### config.mk
export PLATFORM = sky130hd
export DESIGN_NAME = ntt_mem_sched
export DESIGN_NICKNAME = d
export VERILOG_FILES = /design/src/rtl/ntt_mem_sched.sv
export SDC_FILE = /design/constraint.sdc
export NUM_CORES = 1
export LEC_CHECK = 0
export ABC_AREA = 1
export CELL_PAD_IN_SITES_DETAIL_PLACEMENT = 1
export CELL_PAD_IN_SITES_GLOBAL_PLACEMENT = 1
export CORE_ASPECT_RATIO = 2
export CORE_MARGIN = 1.5
export CORE_UTILIZATION = 40
export DETAILED_ROUTE_END_ITERATION = 16
export GPL_ROUTABILITY_DRIVEN = 0
export GPL_TIMING_DRIVEN = 0
export PLACE_DENSITY_LB_ADDON = 0.1
export SETUP_SLACK_MARGIN = 0.4
export SYNTH_ARGS = -nofsm -noshare
export SYNTH_HDL_FRONTEND = slang
export SYNTH_SLANG_ARGS = --single-unit
### constraint.sdc
create_clock -name clk -period 8.8 [get_ports clk]
set_input_delay 2.2 -clock clk [delete_from_list [all_inputs] [get_ports clk]]
set_output_delay 2.2 -clock clk [all_outputs]
set_load 0.05 [all_outputs]
### src/rtl/ntt_mem_sched.sv
// rtl/ntt_mem_sched.sv - Kyber NTT RAM address/butterfly scheduler with write-back priority.
// Optional cycle counter output enabled by NTT_MEM_SCHED_STAT_EN.
module ntt_mem_sched #(
  parameter int BF_LAT = 3
) (
  input  logic       clk,
  input  logic       reset,
  input  logic       start,
  input  logic       inv,
  output logic       busy,
  output logic       done,
  output logic [7:0] addr_1,
  output logic [7:0] addr_2,
  output logic       re,
  output logic       we_1,
  output logic       we_2,
  output logic [6:0] zeta_idx,
  output logic       bf_valid,
  output logic [2:0] layer
`ifdef NTT_MEM_SCHED_STAT_EN
  ,
  output logic [15:0] cycles
`endif
);

  localparam int WB_LAT = BF_LAT + 1;

  typedef enum logic [1:0] {IDLE, RUN, DRAIN, DONE} state_t;

  state_t      state_q, state_d;
  logic        inv_q, inv_d;
  logic [2:0]  layer_q, layer_d;
  logic [7:0]  len_q, len_d;
  logic [7:0]  j_q, j_d;
  logic [6:0]  k_q, k_d;
  logic        bf_valid_q, bf_valid_d;
  logic [WB_LAT-1:0] wb_v_q, wb_v_d;
  logic [7:0]  wb_a1_q [WB_LAT];
  logic [7:0]  wb_a1_d [WB_LAT];
  logic [7:0]  wb_a2_q [WB_LAT];
  logic [7:0]  wb_a2_d [WB_LAT];
`ifdef NTT_MEM_SCHED_STAT_EN
  logic [15:0] cycles_q, cycles_d;
`endif

  logic wr, rd, blk_end, layer_end, busy_s;

  always_comb begin
    state_d    = state_q;
    inv_d      = inv_q;
    layer_d    = layer_q;
    len_d      = len_q;
    j_d        = j_q;
    k_d        = k_q;
    wr         = wb_v_q[WB_LAT-1];
    rd         = (state_q == RUN) && !wr;
    busy_s     = (state_q == RUN) || (state_q == DRAIN);
    blk_end    = ((j_q + 8'd1) & (len_q - 8'd1)) == 8'd0;
    layer_end  = (j_q + len_q) == 8'hFF;
    bf_valid_d = rd;
    // A blocked read still shifts the pipeline, leaving a bubble behind the write.
    wb_v_d     = {wb_v_q[WB_LAT-2:0], rd};
    wb_a1_d[0] = j_q;
    wb_a2_d[0] = j_q + len_q;
    for (int i = 1; i < WB_LAT; i++) begin
      wb_a1_d[i] = wb_a1_q[i-1];
      wb_a2_d[i] = wb_a2_q[i-1];
    end
`ifdef NTT_MEM_SCHED_STAT_EN
    cycles_d = busy_s ? cycles_q + 16'd1 : cycles_q;
`endif

    case (state_q)
      IDLE: begin
        if (start) begin
          state_d = RUN;
          inv_d   = inv;
          layer_d = 3'd0;
          j_d     = 8'd0;
          len_d   = inv ? 8'd2 : 8'd128;
          k_d     = inv ? 7'd127 : 7'd1;
`ifdef NTT_MEM_SCHED_STAT_EN
          cycles_d = 16'd0;
`endif
        end
      end
      RUN: begin
        if (rd) begin
          if (blk_end) k_d = inv_q ? k_q - 7'd1 : k_q + 7'd1;
          if (layer_end) state_d = DRAIN;
          else j_d = blk_end ? j_q + 8'd1 + len_q : j_q + 8'd1;
        end
      end
      DRAIN: begin
        // Leave once only the final write (if any) remains; next cycle is clean.
        if (wb_v_q[WB_LAT-2:0] == '0) begin
          if (layer_q == 3'd6) begin
            state_d = DONE;
          end else begin
            state_d = RUN;
            layer_d = layer_q + 3'd1;
            len_d   = inv_q ? {len_q[6:0], 1'b0} : {1'b0, len_q[7:1]};
            j_d     = 8'd0;
          end
        end
      end
      default: state_d = IDLE;
    endcase
  end

  always_ff @(posedge clk or posedge reset) begin
    if (reset) begin
      state_q    <= IDLE;
      inv_q      <= 1'b0;
      layer_q    <= 3'd0;
      len_q      <= 8'd0;
      j_q        <= 8'd0;
      k_q        <= 7'd0;
      bf_valid_q <= 1'b0;
      wb_v_q     <= '0;
      for (int i = 0; i < WB_LAT; i++) begin
        wb_a1_q[i] <= 8'd0;
        wb_a2_q[i] <= 8'd0;
      end
`ifdef NTT_MEM_SCHED_STAT_EN
      cycles_q   <= 16'd0;
`endif
    end else begin
      state_q    <= state_d;
      inv_q      <= inv_d;
      layer_q    <= layer_d;
      len_q      <= len_d;
      j_q        <= j_d;
      k_q        <= k_d;
      bf_valid_q <= bf_valid_d;
      wb_v_q     <= wb_v_d;
      for (int i = 0; i < WB_LAT; i++) begin
        wb_a1_q[i] <= wb_a1_d[i];
        wb_a2_q[i] <= wb_a2_d[i];
      end
`ifdef NTT_MEM_SCHED_STAT_EN
      cycles_q   <= cycles_d;
`endif
    end
  end

  assign busy     = busy_s;
  assign done     = (state_q == DONE);
  assign re       = rd;
  assign we_1     = wr;
  assign we_2     = wr;
  assign addr_1   = wr ? wb_a1_q[WB_LAT-1] : (rd ? j_q : 8'd0);
  assign addr_2   = wr ? wb_a2_q[WB_LAT-1] : (rd ? j_q + len_q : 8'd0);
  assign zeta_idx = rd ? k_q : 7'd0;
  assign bf_valid = bf_valid_q;
  assign layer    = layer_q;
`ifdef NTT_MEM_SCHED_STAT_EN
  assign cycles   = cycles_q;
`endif

endmodule

# After elaboration in Yosys (flattened, before gate mapping)
# Cells that the tools add are included.
[totals]
ff_bits = 98
input_bits = 4
out_inout_bits = 32
elab_cells = 84
[classes]
add_sub_neg = 7
n_eq_ne = 12
n_mux = 34
n_bitwise = 1
n_reduce_logical = 14
[op_table]
columns = ["cell", "count"]
rows = [
  ["$mux W8", 15],
  ["$mux W7", 6],
  ["$pmux W8 S3", 1],
  ["$add A8 B8 Y8", 2],
  ["$pmux W8 S2", 1],
  ["$pmux W7 S2", 1],
  ["$ne A2 B2 Y1 const B", 6],
  ["$reduce_and A4 Y1", 3],
  ["$mux W2", 5],
  ["$mux W3", 3],
  ["$add A8 B1 Y8 const B", 1],
  ["$and A8 B8 Y8", 1],
  ["$eq A8 B8 Y1 const B", 1],
  ["$logic_not A8 Y1", 1],
  ["$sub A8 B1 Y8 const B", 1],
  ["$add A7 B1 Y7 const B", 1],
  ["$sub A7 B1 Y7 const B", 1],
  ["$pmux W2 S3", 1],
  ["$pmux W3 S2", 1],
  ["$reduce_and A6 Y1", 1],
  ["$eq A2 B2 Y1 const B", 2],
  ["$reduce_bool A2 Y1", 2],
  ["$add A3 B1 Y3 const B", 1],
  ["$eq A3 B3 Y1 const B", 1],
  ["other kinds (9)", 9],
]

# Depth between registers and ports, before layout
# Gate-level depths: netlist (run 1).
[logic_depth]
ltp_word = 7
ltp_mapped = 17
depth_no_buf = 17

# Worst setup path after synthesis (run 1)
# OpenSTA, ideal clock, no wires.
[synth_timing]
kind = "reg2out"
from = "reg state_q[1]"
to = "out addr_1[4]"
t_arrival_ps = 3322
path_slack_ps = 3278
path_stages_with_launch = 9
cell_sequence = "dfrtp_1 -> inv_1 -> ha_1 -> buf_4 -> inv_1 -> nor2_1 -> inv_1 -> buf_2 -> o21ai_0"
[synth_via]
elab_chain_cells = 4
[synth_lines]
columns = ["item", "line", "source"]
rows = [
  ["start, declared", "30", "state_t state_q, state_d;"],
  ["start signal, assigned", "129", "state_q <= state_d;"],
  ["$eq A2 B1 Y1", "56", "rd = (state_q == RUN) && !wr;"],
  ["$logic_and A1 B1 Y1", "56", ""],
  ["named net re", "14", "output logic re,"],
  ["$mux W8 (2 in series)", "152", "assign addr_1 = wr ? wb_a1_q[WB_LAT-1] : (rd ? j_q : 8'd0);"],
  ["end, declared", "12", "output logic [7:0] addr_1,"],
]
# The timed path passes the listed nets, and every way through them passes these cells.

# Final worst setup path (run 1)
[layout_timing]
from = "reg state_q[1]"
to = "out addr_1[4]"
[layout_via]
elab_chain_cells = 4
[layout_lines]
columns = ["item", "line"]
rows = [
  ["$eq A2 B1 Y1", "56"],
  ["$logic_and A1 B1 Y1", "56"],
  ["$mux W8 (2 in series)", "152"],
]
# Every way passes these cells.

==> run_results.csv, run 1 <==
group,metric,value,unit
run_status,run_status,"completed",
min_path,hold_path_end,"wb_a1_q[4]$_DFF_PP0_",
worst_setup_path,cp-end-kind,"output port",
global_routing,grt_overflow,0,
logic_synthesis,muxShareOfSynthArea,0,
die,core_region_area,0.0118,sq mm
worst_setup_path,critPathMaxStageDelay,0.84,ns
sta,maxSlewHeadroom,0.585,
global_routing,grt_max_degree,72,
logic_synthesis,synthAdderAreaFrac,0.0843,
clock_network,holdBufCountCts,0,
clock_network,clock-sinks,97,
logic_synthesis,ys_ff_latch,97,
clock_network,clk_latency,0.34,ns
sta,final.setup.tns,0,ns
logic_synthesis,yosys_warnings,0,
clock_network,cts_resized,0,
global_routing,antenna_found_initial,0,
power,powerDensity,382,mW/mm^2
worst_setup_path,startpoint_type,"register",
logic_synthesis,synthCells,557,
power,ir_worst_vdd,162,uV
worst_setup_path,cp_top_family,"buffers and inverters",
route,vias,3845,
sta,setup_viol,0,
route,drc,0,
final_layout,finalNetCount,639,
final_layout,diodes,0,
worst_setup_path,crit_arrival,3.51,ns
sta,drv_slew,0,
route,drt_wl_total,12800,microns
logic_synthesis,avgSynthCellArea,8.74,sq um
final_layout,final_cells,753,
place,place_inst,738,
worst_setup_path,r2r_end,"j_q[7]$_DFFE_PP0P_",
sta,skew,0.0105,ns
sta,fin_crit,5.71,ns
clock_network,post_cts_buffers,0,
sta,post-route-period-util,0.649,
logic_synthesis,synth_area,0.00487,sq mm
clock_network,clk_pin_slew,0.07,ns
die,dieArea,0.0129,sq mm
min_path,min_path_cells,0,
die,die_h,159,microns
sta,fmax,0.175,GHz
logic_synthesis,synth_top_family_by_area,"simple AND/OR/NAND/NOR gates",
place,hpwl,10200,microns
sta,max_slew.worst_pin.slew,0.621,ns
logic_synthesis,synth_edf_count,0,
route,first_pass_iters,4,
logic_synthesis,ys_async_sr_fraction,1.00,
place,io_buffers,35,
global_routing,grt_use_total,0.220,
logic_synthesis,synth-compound-area-share,0.0848,
min_path,hold_path_startpoint,"wb_a1_d[4]$_DFF_PP0_",
final_layout,fillCellCount,1414,
sta,hold_violations,0,
logic_synthesis,synthDistinctLibCells,38,
worst_setup_path,cp_num_buf_inv,6,
die,rows,56,
worst_setup_path,cp.required,6.60,ns
logic_synthesis,ys.flop_type,"dfrtp_1",
min_path,hold_class,"register to register",
clock_network,root_buffer,"clkbuf_16",
worst_setup_path,critical_path.cell_chain,"inv_1 -> ha_1 -> buf_4 -> inv_1 -> nor2_1 -> inv_1 -> buf_2 -> o21ai_0 -> clkdlybuf4s50_1",
run,drv_cap,0,
die,ios,36,
clock_network,tritoncts,"yes",
worst_setup_path,crit_top_cell,"inv_1",
logic_synthesis,yosys.area_share.simple,0.250,
worst_setup_path,crit_slowest_cell,"clkdlybuf4s50_1",
route,via_per_inst,5.11,
worst_setup_path,reg2reg_slack,6.15,ns
route,drtIter0Drc,129,
worst_setup_path,critPathKind,"register to output port",
place,dp_slack,3.39,ns
power,p_total,0.00220,W
final_layout,syn_to_final_growth,18.0,%
sta,fin_ws,3.09,ns
worst_setup_path,crit_fanout,10,
global_routing,grt_pass1_vias,4207,
logic_synthesis,yosysSeqAreaShare,0.499,
die,die_x,81.0,microns
final_layout,drive_gt1_frac,0.0740,
route,drtAntennaViolNets,0,
die,initial_core_util,0.414,
power,leakagePower,3.00,nW
logic_synthesis,synth_xor_area_frac,0.0180,
global_routing,grt_pass1_wl,21200,microns
sta,grt_setup_unrepaired,"no",
worst_setup_path,r2r_start,"len_q[0]$_DFFE_PP0P_",
logic_synthesis,synth_nets,592,
worst_setup_path,rr_worst_depth,12,
clock_network,h-tree-depth,3,
route,wire_per_inst,17.0,microns
clock_network,clock_path_buffers,2,
clock_network,cts_buffers,9,
==> worst reg2reg max path, cell delays in order (launching register included) <==
cell and delay, ns:
dfrtp_1 0.45, ha_1 0.26, fa_1 0.42, xor2_1 0.29
nand3_1 0.11, nor2_1 0.12, nand2_1 0.05, nor2_1 0.15
nand2_1 0.09, nand3_1 0.23, inv_1 0.17, nand2_1 0.13
nand2_1 0.05
==> area by class of cell <==
cell class | instances | area (sq um) | area share
inverters | 75 | 284 | 0.0494
repair buffers | 36 | 378 | 0.0658
clock inverters | 6 | 91.3 | 0.0159
clock buffers | 9 | 225 | 0.0392
flip-flops and latches | 97 | 2430 | 0.422
plain buffers | 6 | 33.8 | 0.00588
multi-input cells | 379 | 2130 | 0.370
well taps | 145 | 181 | 0.0316
==> kinds of logic after synthesis <==
kind of cell    after synthesis
fa+ha+maj                    31
buf+inv                      81
xor+xnor                     10
flops                        97
compound gates               70
simple gates                268
==> worst max path at each step <==
stage | start | end | slack, ns | cells after the start
3_5_place_dp | state_q[1]$_DFFE_PP0P_ | addr_1[4] | 3.39 | 9
3_3_place_gp | reset | k_q[2]$_DFFE_PP0P_ | 2.70 | 2
6_report | state_q[1]$_DFFE_PP0P_ | addr_1[4] | 3.09 | 9
5_1_grt | state_q[1]$_DFFE_PP0P_ | addr_1[4] | 2.85 | 9
2_1_floorplan | state_q[1]$_DFFE_PP0P_ | addr_1[4] | 3.28 | 8
4_1_cts | state_q[1]$_DFFE_PP0P_ | addr_1[4] | 2.99 | 9
==> stage by stage <==
| stage | hold slack (ns) | utilization | cell area [sq um] |
|---|---|---|---|
| 2_1_floorplan | 0.331 | - | 4870 |
| 3_3_place_gp | 0.332 | 0.459 | 5400 |
| 3_5_place_dp | 0.336 | 0.461 | 5430 |
| 4_1_cts | 0.348 | 0.488 | 5750 |
| 5_1_grt | 0.353 | 0.488 | 5750 |
| 6_report | 0.344 | 0.488 | 5750 |
==> routing by layer <==
layer,vias to the layer above,global-route usage,wire [microns]
met5,-,0,0
met1,1900,0.233,4910
met2,42,0.418,7380
li1,1882,-,-
met3,21,0.0246,169
met4,0,0.0909,366
==> Yosys cell counts, types with 3 or more instances <==
library cell,number,area share
inv_2,3,0.0023
o21bai_1,3,0.0046
a21oi_1,11,0.011
dfrtp_1,97,0.50
nand3_1,32,0.033
nand2_2,7,0.0090
xnor2_1,6,0.011
nand2_1,169,0.13
fa_1,3,0.012
o22ai_1,7,0.0090
nand3b_1,4,0.0062
nor2_1,26,0.020
inv_1,72,0.056
a22o_1,4,0.0072
nand4_1,19,0.024
ha_1,28,0.072
xor2_1,4,0.0072
o21ai_0,35,0.036
buf_2,3,0.0031
==> layout by cell type, fill, tap and decap left out, types with 2 or more instances in the layout <==
cell type	netlist	final
dfrtp_1	97	97
buf_4	2	2
ha_1	28	28
nand3_1	32	32
xnor2_1	6	6
nor2_1	26	26
nor2_2	2	2
buf_2	3	3
o21ai_0	35	35
xor2_1	4	4
inv_1	72	71
nand3b_1	4	4
a31oi_1	2	2
a22o_1	4	4
o31ai_1	2	2
a21oi_1	11	11
nand2_1	169	169
o22ai_1	7	7
nor2_4	2	2
nand2_2	7	7
clkinvlp_4	0	3
clkdlybuf4s50_1	0	35
nand4_1	19	19
bufinv_16	0	2
clkbuf_16	0	9
fa_1	3	3
o21bai_1	3	3
inv_2	3	3
==> where the power goes <==
| part | internal, W | switching [W] |
|---|---|---|
| clock network | 0.000248 | 0.000167 |
| logic | 0.000349 | 0.000736 |
| registers | 0.000589 | 0.000108 |
| total | 0.00119 | 0.00101 |
==> sequential cells by signal, summed over array words and instances, names as in the netlist, 4 cells and up <==
signal,cells
wb_a1_q,8
wb_v_q,4
len_q,8
wb_a1_d,24
k_q,7
wb_a2_d,24
wb_a2_q,8
j_q,8
Note: power is estimated with default switching activity, not from simulation.
==> run 2, diff against run 1 <==
==> constraint.sdc (replaced) <==
create_clock -name clk -period 5.75 [get_ports clk]
set_input_delay 1.4375 -clock clk [delete_from_list [all_inputs] [get_ports clk]]
set_output_delay 1.4375 -clock clk [all_outputs]
set_load 0.05 [all_outputs]
==> results of run 2 <==
The final DEF is identical to that of run 1. Status: completed.
Main changes from that run: setup slack after placement 3.39 ns -> 1.10 ns; setup slack after layout 3.09 ns -> 0.804 ns; register-to-register setup slack 6.15 ns -> 3.10 ns; total power 0.00220 W -> 0.00336 W; worst IR drop on VDD 162 uV -> 248 uV
==> run 3, diff against run 2 <==
--- a/config.mk
+++ b/config.mk
@@ -11,6 +11,7 @@
 export CORE_ASPECT_RATIO = 2
 export CORE_MARGIN = 1.5
 export CORE_UTILIZATION = 40
+export CTS_CLUSTER_SIZE = 24
 export DETAILED_ROUTE_END_ITERATION = 16
 export GPL_ROUTABILITY_DRIVEN = 0
 export GPL_TIMING_DRIVEN = 0
@@ -19,3 +20,4 @@
 export SYNTH_ARGS = -nofsm -noshare
 export SYNTH_HDL_FRONTEND = slang
 export SYNTH_SLANG_ARGS = --single-unit
+export TNS_END_PERCENT = 30
==> results of run 3 <==
The final DEF is identical to that of run 1. Status: completed.
Main changes from that run: setup slack after placement 3.39 ns -> 1.10 ns; setup slack after layout 3.09 ns -> 0.804 ns; register-to-register setup slack 6.15 ns -> 3.10 ns; total power 0.00220 W -> 0.00336 W; worst IR drop on VDD 162 uV -> 248 uV
